$ cat src/rtl/pipelined_decode_ctrl.sv
// ID/EX control stage: registered decode, valid/ready, load-use interlock.
// Optional: DECODE_ILLEGAL_TRAP_EN turns undefined opcodes into trapped NOPs.
module pipelined_decode_ctrl #(
  parameter int OPCODE_W   = 7,
  parameter int REG_ADDR_W = 3,
  parameter int CNT_W      = 16
) (
  input  logic                  clk,
  input  logic                  reset,
  input  logic                  in_valid,
  output logic                  in_ready,
  input  logic [OPCODE_W-1:0]   opcode,
  input  logic [REG_ADDR_W-1:0] rd,
  input  logic [REG_ADDR_W-1:0] rs1,
  input  logic [REG_ADDR_W-1:0] rs2,
  output logic                  out_valid,
  input  logic                  out_ready,
  input  logic                  flush,
  output logic [3:0]            alu_op,
  output logic [1:0]            alu_src,
  output logic                  jump,
  output logic                  beq,
  output logic                  bne,
  output logic                  data_read_en,
  output logic                  data_write_en,
  output logic                  mem_to_reg,
  output logic                  reg_write_en,
  output logic [REG_ADDR_W-1:0] rd_q,
  output logic [REG_ADDR_W-1:0] rs1_q,
  output logic [REG_ADDR_W-1:0] rs2_q,
  output logic [CNT_W-1:0]      stall_count,
  output logic                  illegal_op
);

  typedef struct packed {
    logic [3:0] alu_op;
    logic [1:0] alu_src;
    logic       jump;
    logic       beq;
    logic       bne;
    logic       rd_en;
    logic       wr_en;
    logic       m2r;
    logic       rwe;
  } ctrl_t;

  ctrl_t                 dec_d, ctrl_q;
  logic                  use1, use2;
  logic                  valid_q;
  logic [REG_ADDR_W-1:0] rd_r, rs1_r, rs2_r;
  logic [CNT_W-1:0]      stall_q;
  logic                  advance, hazard;
`ifdef DECODE_ILLEGAL_TRAP_EN
  logic                  ill_d, ill_q;
`endif

  always_comb begin
    dec_d = '0;
    use1  = 1'b0;
    use2  = 1'b0;
`ifdef DECODE_ILLEGAL_TRAP_EN
    ill_d = 1'b0;
`endif
    case (opcode)
      OPCODE_W'(0): begin
        dec_d.alu_src = 2'b01;
        dec_d.m2r     = 1'b1;
        dec_d.rwe     = 1'b1;
        dec_d.rd_en   = 1'b1;
        use1          = 1'b1;
      end
      OPCODE_W'(1): begin
        dec_d.alu_src = 2'b01;
        dec_d.wr_en   = 1'b1;
        use1          = 1'b1;
        use2          = 1'b1;
      end
      OPCODE_W'(2), OPCODE_W'(3), OPCODE_W'(5),
      OPCODE_W'(6), OPCODE_W'(7), OPCODE_W'(8),
      OPCODE_W'(9): begin
        dec_d.alu_op = 4'(opcode - OPCODE_W'(2));
        dec_d.rwe    = 1'b1;
        use1         = 1'b1;
        use2         = 1'b1;
      end
      OPCODE_W'(4): begin
        dec_d.alu_op = 4'b0010;
        dec_d.rwe    = 1'b1;
        use1         = 1'b1;
      end
      OPCODE_W'(11): begin
        dec_d.alu_op = 4'b0001;
        dec_d.beq    = 1'b1;
        use1         = 1'b1;
        use2         = 1'b1;
      end
      OPCODE_W'(12): begin
        dec_d.alu_op = 4'b0001;
        dec_d.bne    = 1'b1;
        use1         = 1'b1;
        use2         = 1'b1;
      end
      OPCODE_W'(13): dec_d.jump = 1'b1;
      OPCODE_W'(14): begin
        dec_d.alu_op  = 4'b1000;
        dec_d.alu_src = 2'b10;
        dec_d.rwe     = 1'b1;
      end
      OPCODE_W'(15): begin
        dec_d.alu_op  = 4'b1001;
        dec_d.alu_src = 2'b10;
        dec_d.rwe     = 1'b1;
      end
      default: begin
`ifdef DECODE_ILLEGAL_TRAP_EN
        ill_d = 1'b1;
`else
        dec_d.rwe = 1'b1;
`endif
      end
    endcase
  end

  assign advance  = ~valid_q | out_ready;
  assign hazard   = valid_q & ctrl_q.rd_en & in_valid &
                    ((use1 & (rs1 == rd_r)) |
                     (use2 & (rs2 == rd_r)));
  assign in_ready = advance & ~hazard & ~reset;

  // Control bits are cleared with valid so an empty slot never writes.
  always_ff @(posedge clk) begin
    if (reset) begin
      valid_q <= 1'b0;
      ctrl_q  <= '0;
      rd_r    <= '0;
      rs1_r   <= '0;
      rs2_r   <= '0;
      stall_q <= '0;
    end else if (flush) begin
      valid_q <= 1'b0;
      ctrl_q  <= '0;
    end else if (advance & hazard) begin
      valid_q <= 1'b0;
      ctrl_q  <= '0;
      if (stall_q != '1) stall_q <= stall_q + 1'b1;
    end else if (advance & in_valid) begin
      valid_q <= 1'b1;
      ctrl_q  <= dec_d;
      rd_r    <= rd;
      rs1_r   <= rs1;
      rs2_r   <= rs2;
    end else if (advance) begin
      valid_q <= 1'b0;
      ctrl_q  <= '0;
    end
  end

`ifdef DECODE_ILLEGAL_TRAP_EN
  always_ff @(posedge clk) begin
    if (reset | flush) ill_q <= 1'b0;
    else ill_q <= advance & ~hazard & in_valid & ill_d;
  end
  assign illegal_op = ill_q;
`else
  assign illegal_op = 1'b0;
`endif

  assign out_valid     = valid_q;
  assign alu_op        = ctrl_q.alu_op;
  assign alu_src       = ctrl_q.alu_src;
  assign jump          = ctrl_q.jump;
  assign beq           = ctrl_q.beq;
  assign bne           = ctrl_q.bne;
  assign data_read_en  = ctrl_q.rd_en;
  assign data_write_en = ctrl_q.wr_en;
  assign mem_to_reg    = ctrl_q.m2r;
  assign reg_write_en  = ctrl_q.rwe;
  assign rd_q          = rd_r;
  assign rs1_q         = rs1_r;
  assign rs2_q         = rs2_r;
  assign stall_count   = stall_q;

endmodule
$ cat config.mk
export PLATFORM = sky130hd
export DESIGN_NAME = pipelined_decode_ctrl
export DESIGN_NICKNAME = d
export VERILOG_FILES = /design/src/rtl/pipelined_decode_ctrl.sv
export SDC_FILE = /design/constraint.sdc
export NUM_CORES = 1
export LEC_CHECK = 0
export CAP_MARGIN = 20
export CORE_MARGIN = 2
export CORE_UTILIZATION = 30
export DETAILED_ROUTE_END_ITERATION = 10
export GPL_ROUTABILITY_DRIVEN = 0
export GPL_TIMING_DRIVEN = 0
export PLACE_DENSITY = 0.55
export RECOVER_POWER = 25
export SLEW_MARGIN = 20
export SYNTH_ARGS = -nofsm -noshare
export SYNTH_HDL_FRONTEND = slang
export SYNTH_SLANG_ARGS = --single-unit
$ cat constraint.sdc
create_clock -name clk -period 2.4 [get_ports clk]
set_input_delay 0.48 -clock clk [delete_from_list [all_inputs] [get_ports clk]]
set_output_delay 0.48 -clock clk [all_outputs]
set_load 0.03 [all_outputs]
* Yosys cells after proc, flatten, opt, wreduce, memory -nomap -nowiden
Index checks and enable logic that the tools add are counted.
Word-level totals: register bits 39, input port bits 21, word-level logic and storage cells 75, output and inout port bits 41
Cells by class: bitwise operators 16, mux-type cells 14, equal/unequal tests 17, add/sub/neg operators 2, reduce and logical (&&, ||, !) cells 12
Operators by type and width (count):
- 7-bit by 4-bit == test with 1-bit output, second input constant | 7
- 7-bit by 3-bit == test with 1-bit output, second input constant | 4
- 13-bit 2-to-1 mux | 2
- 4-bit one-hot mux with 5 select lines | 1
- 16-bit by 1-bit adder with 16-bit output, second input constant | 1
- 16-bit inequality test, second input constant | 1
- 7-bit by 2-bit == test with 1-bit output, second input constant | 2
- 12-bit OR reduction | 1
- 1-bit 2-to-1 mux | 10
- 10-bit OR reduction | 1
- 1-bit AND | 9
- 7-bit by 1-bit == test with 1-bit output, second input constant | 1
- 7-bit zero test | 1
- 7-bit OR reduction | 1
- 3-bit == test | 2
- 3-bit AND reduction | 2
- 2-bit OR reduction | 3
- 1-bit inverter | 5
- 2-bit one-hot mux with 2 select lines | 1
- 4-bit OR reduction | 1
- 4-bit by 2-bit subtractor with 4-bit output, second input constant | 1
- 3-bit OR reduction | 1
- 1-bit OR | 2
- 2-bit nonzero test | 1

* Depth between registers and ports, before layout
word-level depth 9, depth in mapped cells 9, gate-level depth less buffers 8

* Least setup slack after synthesis
Ideal clock, no wire load.
path type input port to output port, start input opcode[2], end output in_ready, slack -0.135 ns, stages 6, buffers on the path 1, data required time 1.920 ns, arrival 2.055 ns, path through buf_2 > a21boi_0 > o21ai_0 > o22ai_4 > and4_1 > nor3_1
Between the ends: cells in the longest elaborated chain, start to end 9, elaborated cells between the ends (all ways) 23, those cells by class eq/ne (11); mux (2); bitwise (7); reduce/logical (3)
Ends and longest elaborated chain:
- start: declaration | line 12 | input logic [OPCODE_W-1:0] opcode,
- 7-bit by 4-bit == test with 1-bit output (tied with other cells) | line 64 | case (opcode)
- 12-bit OR reduction (no line) or 10-bit OR reduction (tied branches)
- 1-bit 2-to-1 mux | line 64
- 1-bit AND, on equally long branches | line 126, 127
- 1-bit OR (*) | line 126 | ((use1 & (rs1 == rd_r)) |
- 1-bit AND (*) | line 125 | assign hazard = valid_q & ctrl_q.rd_en & in_valid &
- 1-bit inverter (*) | line 128 | assign in_ready = advance & ~hazard & ~reset;
- 1-bit AND (*) (2 in a row) | line 128
- end: declaration | line 11 | output logic in_ready,
Mark *: on every way between the ends. The rest lies on a longest branch, timed or not.

* Final worst setup path
start input opcode[1], end output in_ready
Same word-level chain as after synthesis.

==> impl_metrics.json <==
{
  "status": "finished clean",
  "async_flop_share_pct": 0,
  "power_mw": 1.37,
  "die_x_um": 83.6,
  "cp_slowest_stage_delay_ps": 290,
  "ir_drop_mv": 0.233,
  "insertion_delay_ps": 300,
  "drt.antenna.violating_nets": 0,
  "syn_inst": 230,
  "clock_skew_ps": 10.3,
  "clock-sinks": 38,
  "grt_max_degree": 13,
  "ys.warnings.count": 0,
  "min_from": "reg_write_en",
  "grt_use_total_pct": 13.5,
  "ys_seq_elements": 38,
  "cts.reportedPaths.clkPinSlew_ps": 80,
  "dp_hpwl_um": 3500,
  "crit_chain": "dlygate4sd2_1 > xor2_1 > o211ai_1 > o22ai_4 > and4_1 > nor3_2 > buf_4",
  "internal-power_mw": 1.02,
  "p_per_area_nw_per_um2": 492,
  "wl_per_cell_um": 12.6,
  "drt_first_iter_violations": 50,
  "layout.cells.non_filler": 377,
  "cp-end-kind": "output pin",
  "rsz0062_at_grt": "no",
  "switching_share_pct": 25.0,
  "critPathRequiredTime_ps": 1920,
  "rr_startpoint": "stall_count[0]",
  "synth_nets": 253,
  "whs_endpoint": "reg_write_en",
  "synth-edff-count": 0,
  "overflow": 0,
  "setup_viol": 0,
  "avgSynthCellArea_um2": 8.27,
  "clock.fmax_ghz": 0.437,
  "fp-row-count": 29,
  "hold_viol_final": 0,
  "numPortBuffers": 58,
  "dp_cells": 365,
  "numCtsBuffers": 5,
  "period_share_pct": 95.3,
  "combPwrFrac_pct": 12.9,
  "start_util_pct": 30.5,
  "min_path_cells": 2,
  "r2r_cells": 7,
  "p_leak_nw": 1.08,
  "grt_pass1_wl_um": 7820,
  "routed_wl_um": 4760,
  "ctsHoldBuffers": 0,
  "layout-drive-gt1-share_pct": 10.0,
  "cts-htree-levels": 2,
  "cts-root-buf": "clkbuf_8",
  "timing.critical_path.slowest_stage_cell": "dlygate4sd2_1",
  "critPathMaxFanout": 5,
  "hold_class": "flop to flop",
  "p_switching_uw": 342,
  "reg2reg_to": "stall_count[14]",
  "slew_violations": 0,
  "vias": 1854,
  "drc": 0,
  "regToRegSetupSlack_ps": 290,
  "synth_area_um2": 1900,
  "arrival_ps": 1810,
  "first_pass_iters": 4,
  "place_area_um2": 2580,
  "timing.critical_path.from": "opcode[1]",
  "synth_cell_type_count": 44,
  "min_period_ps": 2290,
  "syn2layout_area_growth_pct": 46.0,
  "synth_ff_type": "dfxtp_1",
  "io_pins": 62,
  "die_h_um": 83.6,
  "diodes": 0,
  "clk_path_buf_depth": 2,
  "final_cell_area_um2": 2780,
  "core-area_um2": 6240,
  "cts_tree": "yes",
  "tns_ps": 0,
  "yosysSeqAreaShare_pct": 40.0,
  "antenna_found_initial": 0,
  "grt_pass1_vias": 1695,
  "nNetsFinal": 322,
  "p_seq_share_pct": 47.3,
  "via_per_inst": 4.92,
  "critPathLaunchType": "input pin",
  "crit_type": "input pin to output pin",
  "drv_cap": 0,
  "fp.dieArea_um2": 6990,
  "pwr-share-clk_pct": 39.8
}
==> kinds of logic after synthesis <==
| family | Yosys count | synth area share [%] |
|---|---|---|
| multiplexers | 11 | 5.86 |
| AO/OA/AOI/OAI | 50 | 15.5 |
| adder cells (fa/ha/maj) | 2 | 1.32 |
| AND/OR/NAND/NOR | 97 | 27.2 |
| flip-flops | 38 | 40.0 |
| other | 1 | 0.197 |
| buffers and inverters | 20 | 4.93 |
| XOR/XNOR | 11 | 5.07 |
==> sequential cells by signal, summed over array words and instances, names as in the netlist <==
| name | count |
|---|---|
| rs2_q | 3 |
| alu_op | 4 |
| reg_write_en | 1 |
| stall_count | 16 |
| rd_q | 3 |
| jump | 1 |
| bne | 1 |
| data_write_en | 1 |
| alu_src | 2 |
| data_read_en | 1 |
| beq | 1 |
| rs1_q | 3 |
| out_valid | 1 |
==> worst max-delay path by stage <==
stage / cells after the start / slack, ps / endpoint
after floorplan: 6 / 110 / in_ready
after global placement: 8 / -850 / in_ready
after detailed placement: 7 / -850 / in_ready
after CTS: 7 / 3 / in_ready
after global routing: 7 / 2 / in_ready
final: 7 / 110 / in_ready
==> synth_stat cells (2+ instances only) <==
library cell  instances  area share, %
dfxtp_1              38             40
nor2_1               32            6.3
a21oi_1              24            6.3
o21ai_0              14            3.7
nand2_1              12            2.4
or3_1                11            3.6
mux2i_1              10            5.3
nand3_1               9            2.4
xnor2_1               8            3.7
clkbuf_1              7            1.4
inv_1                 6            1.2
nand4_1               6            2.0
nor3_1                6            1.6
nor2b_1               4            1.3
nor4_1                4            1.3
buf_2                 3           0.79
xor2_1                3            1.4
a22oi_1               2           0.79
and3_1                2           0.66
and4_1                2           0.92
and4b_1               2            1.1
buf_4                 2           0.79
ha_1                  2            1.3
==> metrics by stage <==
stage | util, % | setup slack (ps) | hold WS (ps)
finish | 44.5 | 112 | 455
global route | 44.5 | 1.76 | 490
CTS | 43.8 | 2.62 | 462
detailed placement | 41.4 | -853 | 451
global placement | 41.4 | -854 | 441
floorplan | - | 110 | 580
==> power by group through the flow <==
| stage | sequential (mW) | clock [mW] | combinational, mW |
|---|---|---|---|
| after global routing | 0.648 | 0.584 | 0.193 |
| final | 0.646 | 0.544 | 0.177 |
| after CTS | 0.646 | 0.563 | 0.178 |
| after floorplan | 0.679 | 0 | 0.0799 |
| after detailed placement | 0.661 | 0 | 0.174 |
| after global placement | 0.661 | 0 | 0.173 |
==> repair_timing <==
action,CTS,global route
buffers inserted,4,0
resized for setup,16,13
endpoints found under the setup margin,1,1
endpoints found under the hold margin,0,0
pin swaps,4,7
==> metal layers <==
layer / up-vias / global-route usage, % / share of wire (%)
li1: 961 / - / -
met1: 847 / 16.7 / 45
met2: 42 / 22.3 / 48
met3: 4 / 4.65 / 5.8
met4: 0 / 3.52 / 0.80
met5: - / 0 / 0
==> critical path, delay by kind of cell <==
| kind | cells | cell delay (ps) |
|---|---|---|
| buf+inv | 2 | 470 |
| compound gates | 2 | 370 |
| simple gates | 2 | 300 |
| xor+xnor | 1 | 190 |
==> layout make-up <==
class / instances / area (µm²)
Fill cell: 653 / 3460
Multi-Input combinational cell: 172 / 1080
Sequential cell: 38 / 761
Timing Repair Buffer: 62 / 624
Tap cell: 77 / 96.3
Buffer: 14 / 78.8
Clock buffer: 5 / 68.8
Clock inverter: 3 / 40.0
Inverter: 6 / 22.5
==> cells in the final DEF (no fill, tap or decap), drive strengths merged, types with 7 or more instances in the layout <==
master,count
nor2,32
a21oi,24
o21ai,14
dfxtp,38
nand2,12
buf,12
dlymetal6s2s,8
nand3,9
clkdlybuf4s50,28
clkbuf,12
nor3,7
dlygate4sd3,17
or3,11
mux2i,10
xnor2,8
(Power assumes the default switching activity.)
